[config.mk]
export PLATFORM = sky130hd
export DESIGN_NAME = fifo_uart_tx_flat
export DESIGN_NICKNAME = d
export VERILOG_FILES = /design/src/rtl/fifo_uart_tx_if.sv /design/src/rtl/fifo_uart_tx.sv /design/src/flat_wrapper.sv
export SDC_FILE = /design/constraint.sdc
export NUM_CORES = 1
export LEC_CHECK = 0
export CAP_MARGIN = 20
export CORE_AREA = 2 2 54 56
export DETAILED_ROUTE_END_ITERATION = 6
export DIE_AREA = 0 0 56 58
export PLACE_DENSITY = 0.71
export SLEW_MARGIN = 10
export SYNTH_ARGS = -nofsm -noshare
export SYNTH_HDL_FRONTEND = slang
export SYNTH_SLANG_ARGS = --single-unit
[constraint.sdc]
create_clock -name rclk -period 1.6 [get_ports rclk]
set_input_delay 0.16 -clock rclk [delete_from_list [all_inputs] [get_ports rclk]]
set_output_delay 0.16 -clock rclk [all_outputs]
set_load 0.005 [all_outputs]
[src/rtl/fifo_uart_tx_if.sv]
// FIFO read-side handshake between an upstream FIFO and the UART transmitter.
// master = transmitter (issues read strobes), slave = FIFO (supplies flag and data).
interface fifo_uart_tx_if #(
    parameter int DATA_WIDTH = 8
);
    logic                  fifo_empty;
    logic [DATA_WIDTH-1:0] fifo_data;
    logic                  fifo_r_en;

    modport master (
        input  fifo_empty,
        input  fifo_data,
        output fifo_r_en
    );

    modport slave (
        output fifo_empty,
        output fifo_data,
        input  fifo_r_en
    );
endinterface

[src/rtl/fifo_uart_tx.sv]
// UART transmitter that pulls bytes from a registered-read FIFO and serialises them
// as start / LSB-first data / stop, with all outputs registered.
module fifo_uart_tx #(
    parameter int DATA_WIDTH   = 8,
    parameter int CLKS_PER_BIT = 16,
    parameter int STOP_BITS    = 1
) (
    input  logic           rclk,
    input  logic           rst_n,
    input  logic           tx_enable,
    fifo_uart_tx_if.master fifo,
    output logic           txd,
    output logic           busy,
    output logic           tx_done
);
    localparam int BW = (DATA_WIDTH > 1) ? $clog2(DATA_WIDTH) : 1;
    localparam int CW = $clog2(CLKS_PER_BIT);

    localparam logic [CW-1:0] BAUD_LAST = CW'(CLKS_PER_BIT - 1);
    localparam logic [BW-1:0] DATA_LAST = BW'(DATA_WIDTH - 1);
    localparam logic [BW-1:0] STOP_LAST = BW'(STOP_BITS - 1);

    typedef enum logic [2:0] {
        IDLE,
        READ,
        WAIT,
        START,
        DATA,
        STOP
    } state_t;

    state_t                state_q, state_d;
    logic [CW-1:0]         baud_q, baud_d;
    logic [BW-1:0]         bit_q, bit_d;
    logic [DATA_WIDTH-1:0] shift_q, shift_d;
    logic                  txd_q, txd_d;
    logic                  r_en_q, r_en_d;
    logic                  busy_q, busy_d;
    logic                  done_q, done_d;

    logic start_frame;
    logic baud_end;

    assign start_frame = tx_enable && !fifo.fifo_empty;
    assign baud_end    = (baud_q == BAUD_LAST);

    always_comb begin
        state_d = state_q;
        baud_d  = baud_q;
        bit_d   = bit_q;
        shift_d = shift_q;

        case (state_q)
            IDLE: begin
                if (start_frame) begin
                    state_d = READ;
                end
            end
            READ: begin
                state_d = WAIT;
            end
            WAIT: begin
                // FIFO read data is valid now, one cycle after the strobe.
                shift_d = fifo.fifo_data;
                baud_d  = '0;
                bit_d   = '0;
                state_d = START;
            end
            START: begin
                if (baud_end) begin
                    baud_d  = '0;
                    state_d = DATA;
                end else begin
                    baud_d = baud_q + CW'(1);
                end
            end
            DATA: begin
                if (baud_end) begin
                    baud_d  = '0;
                    shift_d = shift_q >> 1;
                    if (bit_q == DATA_LAST) begin
                        bit_d   = '0;
                        state_d = STOP;
                    end else begin
                        bit_d = bit_q + BW'(1);
                    end
                end else begin
                    baud_d = baud_q + CW'(1);
                end
            end
            STOP: begin
                // The bit counter is reused to count stop bits.
                if (baud_end) begin
                    baud_d = '0;
                    if (bit_q == STOP_LAST) begin
                        bit_d   = '0;
                        state_d = start_frame ? READ : IDLE;
                    end else begin
                        bit_d = bit_q + BW'(1);
                    end
                end else begin
                    baud_d = baud_q + CW'(1);
                end
            end
            default: begin
                state_d = IDLE;
            end
        endcase
    end

    // Outputs are computed from the next state so the registers line up with state_q.
    always_comb begin
        txd_d  = 1'b1;
        r_en_d = (state_d == READ);
        busy_d = (state_d != IDLE);
        done_d = (state_d == STOP) && (baud_d == BAUD_LAST) && (bit_d == STOP_LAST);
        case (state_d)
            START:   txd_d = 1'b0;
            DATA:    txd_d = shift_d[0];
            default: txd_d = 1'b1;
        endcase
    end

    always_ff @(posedge rclk) begin
        if (!rst_n) begin
            state_q <= IDLE;
            baud_q  <= '0;
            bit_q   <= '0;
            shift_q <= '0;
            txd_q   <= 1'b1;
            r_en_q  <= 1'b0;
            busy_q  <= 1'b0;
            done_q  <= 1'b0;
        end else begin
            state_q <= state_d;
            baud_q  <= baud_d;
            bit_q   <= bit_d;
            shift_q <= shift_d;
            txd_q   <= txd_d;
            r_en_q  <= r_en_d;
            busy_q  <= busy_d;
            done_q  <= done_d;
        end
    end

    assign fifo.fifo_r_en = r_en_q;
    assign txd            = txd_q;
    assign busy           = busy_q;
    assign tx_done        = done_q;
endmodule

[src/flat_wrapper.sv]
// flat-port wrapper written by rule: the top's interface ports become plain ports
module fifo_uart_tx_flat 
#(
    parameter int DATA_WIDTH   = 8,
    parameter int CLKS_PER_BIT = 16,
    parameter int STOP_BITS    = 1
)
  (rclk, rst_n, tx_enable, txd, busy, tx_done, fifo_fifo_empty, fifo_fifo_data, fifo_fifo_r_en);
  fifo_uart_tx_if #(.DATA_WIDTH(DATA_WIDTH)) fifo_i ();
  input  logic rclk;
  input  logic rst_n;
  input  logic tx_enable;
  output logic txd;
  output logic busy;
  output logic tx_done;
  input wire logic [$bits(fifo_i.fifo_empty)-1:0] fifo_fifo_empty;
  input wire logic [$bits(fifo_i.fifo_data)-1:0] fifo_fifo_data;
  output wire logic [$bits(fifo_i.fifo_r_en)-1:0] fifo_fifo_r_en;
  assign fifo_i.fifo_empty = fifo_fifo_empty;
  assign fifo_i.fifo_data = fifo_fifo_data;
  assign fifo_fifo_r_en = fifo_i.fifo_r_en;
  fifo_uart_tx #(.DATA_WIDTH(DATA_WIDTH), .CLKS_PER_BIT(CLKS_PER_BIT), .STOP_BITS(STOP_BITS)) u_core (.rclk(rclk), .rst_n(rst_n), .tx_enable(tx_enable), .fifo(fifo_i), .txd(txd), .busy(busy), .tx_done(tx_done));
endmodule
## Word-level counts from Yosys, hierarchy flattened

Cells that the tools add are included.
Widths: inputs -> output; s select.

- $add $sub $neg: 2
- $mul: 0
- Div/mod/pow operators: 0
- Order comparisons: 0
- Equality and inequality tests: 13
- Shift operators: 0
- Multiplexer cells: 18
- Bitwise gates (word level): 0
- Reduce and logical (&&, ||, !) cells: 11

Operators with widths:

| cell | number |
|---|---|
| $mux 3 | 10 |
| $pmux 3 s6 | 1 |
| $pmux 8 s2 | 1 |
| $eq 3x3->1 const B | 5 |
| $eq 3x2->1 const B | 3 |
| $logic_not 3->1 | 3 |
| $pmux 3 s3 | 1 |
| $eq 4x4->1 const B | 2 |
| $mux 8 | 1 |
| $pmux 4 s2 | 1 |
| $eq 3x1->1 const B | 2 |
| $add 4x1->4 const B | 1 |
| $mux 4 | 1 |
| $add 3x1->3 const B | 1 |
| $logic_and 1x1->1 | 3 |
| $reduce_bool 3->1 | 1 |
| $reduce_or 3->1 | 1 |
| $ne 2x1->1 const B | 1 |
| $pmux 1 s2 | 1 |
| $reduce_and 2->1 | 1 |
| $reduce_bool 2->1 | 1 |
| $logic_not 1->1 | 1 |
| $mux 1 | 1 |

- Register bits: 22
- Bits in latches: 0
- Memory bits (writable): 0
- Memory bits (read-only): 0
- Output and inout port bits: 4
- Word-level logic and storage cells: 53
- Memories kept: 0

## Depth between registers and ports, before layout

Gate-level depths: netlist (run 1).

- Word-level depth: 9
- Mapped depth: 7

## Worst setup path before layout (run 1)

Ideal clock, no wire load.

- Kind: flip-flop to flip-flop
- Start: register u_core.baud_q[0]
- End: register u_core.txd_q, in the netlist u_core.txd
- Library setup time: 114 ps
- Arrival time: 1631 ps
- Path slack: -144 ps
- Stages on the path, launching flop included: 8
- Clock period less this slack: 1744 ps
- Cell sequence: dfxtp_1 -> ha_1 -> and3_1 -> buf_6 -> a31oi_2 -> a222oi_1 -> nand3b_1 -> a21o_1

- Word-level cells in the longest chain between the ends: 5
- Elaborated cells on any way between the ends: 10

RTL lines:

| what | line | source |
|---|---|---|
| start: declaration | fifo_uart_tx.sv:33 | `logic [CW-1:0] baud_q, baud_d;` |
| start signal: assignment | fifo_uart_tx.sv:136 | `baud_q <= baud_d;` |
| $eq 4x4->1 (*) | fifo_uart_tx.sv:45 | `assign baud_end = (baud_q == BAUD_LAST);` |
| $mux 3 (on tied branches) | fifo_uart_tx.sv:93, fifo_uart_tx.sv:78, fifo_uart_tx.sv:70 |  |
| $pmux 3 s6 | fifo_uart_tx.sv:53 | `case (state_q)` |
| $eq 3x3->1 / $eq 3x2->1 (equally long branches) | fifo_uart_tx.sv:117 | `case (state_d)` |
| $pmux 1 s2 (*) | fifo_uart_tx.sv:117 |  |
| end signal: assignment | fifo_uart_tx.sv:139 | `txd_q <= txd_d;` |
| end: declaration | fifo_uart_tx.sv:36 | `logic txd_q, txd_d;` |

Every way passes the cells marked *; elsewhere a longest branch is shown, timed or not. The select of a mux whose other input is x is not followed.
A chain may end at the register's enable or synchronous reset.

## Worst setup path after layout (run 1)

- Start: register u_core.baud_q[0]
- End: register u_core.done_q, in the netlist u_core.tx_done

- Word-level cells in the longest chain between the ends: 6
- Elaborated cells on any way between the ends: 16

RTL lines:

| what | line | source |
|---|---|---|
| $add 4x1->4 / $eq 4x4->1 (equally long branches) | n/a |  |
| $mux 4 (tied with other cells) | fifo_uart_tx.sv:70, fifo_uart_tx.sv:78, fifo_uart_tx.sv:93 |  |
| $pmux 4 s2 / $pmux 3 s6 (equally long branches) | fifo_uart_tx.sv:53 |  |
| $eq 4x4->1 / $eq 3x3->1 (equally long branches) | fifo_uart_tx.sv:116 | `done_d = (state_d == STOP) && (baud_d == BAUD_LAST) && (bit_d == STOP_LAST);` |
| $logic_and 1x1->1 | fifo_uart_tx.sv:116 |  |
| $logic_and 1x1->1 (*) | fifo_uart_tx.sv:116 |  |
| end signal: assignment | fifo_uart_tx.sv:142 | `done_q <= done_d;` |
| end: declaration | fifo_uart_tx.sv:39 | `logic done_q, done_d;` |

Every way passes the cells marked *; elsewhere a longest branch is shown, timed or not.

==> results of run 1 <==
## worst min-delay path, cell delays in order
cell,delay (ns)
clkdlybuf4s50_1,0.40
nand2_1,0.06
a21oi_1,0.05
## state kept, by name, indices dropped and copies added (netlist names)
| signal | cells |
|---|---|
| u_core.fifo.fifo_r_en | 1 |
| u_core.bit_q | 3 |
| u_core.tx_done | 1 |
| u_core.shift_q | 8 |
| u_core.txd | 1 |
| u_core.state_q | 3 |
| u_core.baud_q | 4 |
| u_core.busy | 1 |
## layer usage
layer  global-route usage  up-vias  routed length (um)
met1                0.209      593                1330
met2                0.393       28                1670
li1                     -      620                   -
met5                    0        -                   0
met3               0.0357        5                  98
met4               0.0850        0                  32
## kinds of logic after synthesis
| family | Yosys count |
|---|---|
| and+or+nand+nor | 59 |
| AOI/OAI and AO/OA | 43 |
| DFF | 22 |
| buffers and inverters | 13 |
| adders and majority gates | 4 |
| muxes | 3 |
## how the worst min path moves through the flow
stage | end | slack (ns) | cells past startpoint
finish | u_core.shift_q[7] | 0.39 | 3
global route | u_core.shift_q[7] | 0.40 | 3
CTS | u_core.shift_q[7] | 0.40 | 3
detailed placement | u_core.shift_q[4] | 0.45 | 2
global placement | u_core.shift_q[1] | 0.44 | 2
floorplan | u_core.baud_q[1] | 0.28 | 1
## through the flow
stage	power (mW)	worst slack, ns	std cells	setup TNS [ns]
floorplan	0.682	0.00122	144	0
global placement	0.775	-0.0900	215	-0.235
detailed placement	0.781	-0.154	215	-0.379
CTS	1.21	-0.0380	219	-0.0536
global route	1.25	-0.156	220	-0.574
finish	1.20	-0.0851	220	-0.188
## what timing repair did
item,CTS,global route
buffers inserted,0,1
setup endpoints to repair,8,9
pin swaps,4,4
gates resized for setup,7,6
## cells in the final DEF (no fill, tap or decap), types with 2 or more instances in the layout
cell type / synthesis / routed
a21o_1: 2 / 2
nand2b_1: 4 / 4
buf_4: 0 / 32
ha_1: 4 / 3
clkdlybuf4s50_1: 0 / 15
a21oi_1: 10 / 10
a211oi_1: 2 / 2
dfxtp_2: 0 / 3
a311oi_1: 2 / 2
nor4_1: 2 / 2
dfxtp_1: 22 / 18
nor2_1: 15 / 15
o21ai_2: 0 / 2
nor3_1: 6 / 4
nor2b_1: 4 / 4
a31oi_1: 3 / 3
clkbuf_4: 0 / 3
inv_1: 6 / 6
nand2_1: 13 / 13
nor3b_2: 2 / 2
o31ai_1: 2 / 2
and2_1: 4 / 4
a22oi_1: 7 / 6
o221ai_1: 2 / 2
nor3_2: 0 / 2
mux2i_1: 3 / 3
## cell type report
class	instances	share of cell area
clock buffers	3	0.0130
clock inverters	1	0.0173
inverters	6	0.0130
multi-input cells	109	0.445
flip-flops and latches	22	0.258
well taps	31	0.0224
repair buffers	48	0.231
## power groups by stage
stage	Clock [mW]	Sequential, mW	Combinational [mW]
4_1_cts	0.434	0.583	0.188
2_1_floorplan	0	0.592	0.0899
6_report	0.431	0.584	0.190
3_3_place_gp	0	0.594	0.181
5_1_grt	0.453	0.586	0.207
3_5_place_dp	0	0.596	0.185
==> impl_metrics.env, run 1 <==
export IMPL_synth_xor_area_share=0
export IMPL_start_kind="register"
export IMPL_viasPerCell=5.66
export IMPL_synth_commonest_cells="dfxtp_1 (22), nor2_1 (15), nand2_1 (13)"
export IMPL_cap_viol_max_count=0
export IMPL_clock_path_buffers=2
export IMPL_fillers=222
export IMPL_synth_simple_area_share=0.255
export IMPL_path_clk_slew_ns=0.13
export IMPL_rsz0062_at_grt="yes"
export IMPL_path_cells="ha_4, buf_6, nand4_1, nor3_2, o32ai_4, o311ai_1, and4bb_1"
export IMPL_seqPwrFrac=0.485
export IMPL_holdBufCountCts=0
export IMPL_area_growth_synth_to_final_pct=42.4
export IMPL_core_area_um2=2660
export IMPL_hp_class="in2reg"
export IMPL_die_w_um=56
export IMPL_place_congestion=0.935
export IMPL_die_h_um=58
export IMPL_nNetsFinal=206
export IMPL_ys_seq_elements=22
export IMPL_dieArea_um2=3250
export IMPL_stdcell_area_um2=1740
export IMPL_drv_slew=0
export IMPL_r2r_slack_ns=-0.09
export IMPL_dp_hpwl_um=2370
export IMPL_drt_wl_total_um=3130
export IMPL_cp_num_cells=7
export IMPL_power_share_clock=0.358
export IMPL_grt_use_total=0.201
export IMPL_drt_pass1_iter_count=4
export IMPL_clock_sinks=22
export IMPL_grt_pass1_vias=1241
export IMPL_ys_async_sr_fraction=0
export IMPL_antennaDiodeCount=0
export IMPL_switching_power_mw=0.275
export IMPL_fin_ws_ns=-0.0851
export IMPL_reg2regPathDepth=7
export IMPL_grt_pass1_wl_um=5130
export IMPL_min_from="fifo_fifo_data[7]"
export IMPL_ctsHtreeMaxLevel=1
export IMPL_clk_latency_ns=0.31
export IMPL_yosysTopAreaCellShare=0.361
export IMPL_synthMuxAreaShare=0.0246
export IMPL_maxSlewHeadroom=0.697
export IMPL_synth_compound_area_frac=0.268
export IMPL_postPlaceCellArea_um2=1640
export IMPL_via_count=1246
export IMPL_drive_above_1_share=0.302
export IMPL_yosysMostFrequentCell="dfxtp_1"
export IMPL_finalSetupViolations=4
export IMPL_start_util=0.458
export IMPL_power_density_nw_per_um2=694
export IMPL_critical_path_arrival_ns=1.95
export IMPL_synth_ff_type="dfxtp_1"
export IMPL_ir_drop_mv=0.732
export IMPL_path_class="reg2reg"
export IMPL_skew_ns=0.00147
export IMPL_outcome="complete, but fails checks"
export IMPL_root_buffer="clkbuf_4"
export IMPL_drc=0
export IMPL_antenna_left=0
export IMPL_grt_max_degree=15
export IMPL_wire_per_inst_um=14.2
export IMPL_synth_area_top_cells="dfxtp_1 (36%), nor2_1 (4.6%), a22oi_1 (4.3%), a21oi_1 (4.1%), ha_1 (4.1%)"
export IMPL_finalCritPeriodShare=1.05
export IMPL_p_leak_nw=0.700
export IMPL_rr_startpoint="u_core.baud_q[0]"
export IMPL_critical_path_slowest_cell="dfxtp_4"
export IMPL_synth_edf_count=0
export IMPL_whs_ns=0.393
export IMPL_synth_nets=160
export IMPL_cp_buffers_inverters=1
export IMPL_syn_area_per_cell_um2=8.46
export IMPL_regArea_um2=448
export IMPL_p_comb_frac=0.158
export IMPL_port_buffers=15
export IMPL_fmax_mhz=593
export IMPL_cts_tree="done"
export IMPL_utilization=0.652
export IMPL_antenna_found_initial=0
export IMPL_p_sw_frac=0.229
export IMPL_io_pins=16
export IMPL_crit_start="u_core.baud_q[0]"
export IMPL_ys_seq_area_frac=0.361
export IMPL_critPathMaxFanout=5
export IMPL_power_internal_mw=0.929
export IMPL_synth_area_leader_cell="dfxtp_1"
export IMPL_violations="setup timing"
export IMPL_cp_required_ns=1.87
export IMPL_rows=19
export IMPL_numCtsBuffers=3
export IMPL_grt_overflow=0
export IMPL_synth_top_family_by_area="compound AO/OA/AOI/OAI gates"
export IMPL_crit_end="u_core.tx_done"
export IMPL_ys_warn_count=0
export IMPL_ys_types=44
export IMPL_critical_path_top_delay_family="simple AND/OR/NAND/NOR gates"
export IMPL_hold_violations=0
export IMPL_drtIter0Drc=52
export IMPL_min_period_ns=1.69
export IMPL_tightest_slew_ns=0.454
export IMPL_max_stage_delay_ns=0.37
export IMPL_synthCells=144
export IMPL_syn_area_um2=1220
export IMPL_multi_input_area_um2=772
export IMPL_synthAdderAreaFrac=0.0411
export IMPL_r2r_end="u_core.tx_done"
export IMPL_cp_end_kind="register"
No activity file was read; power rests on OpenSTA's default activity.
==> run 2, diff against run 1 <==
Settings changed: CTS_CLUSTER_DIAMETER set to 60.
==> results of run 2 <==
Final layout, timing and power as in run 1 (identical DEF).
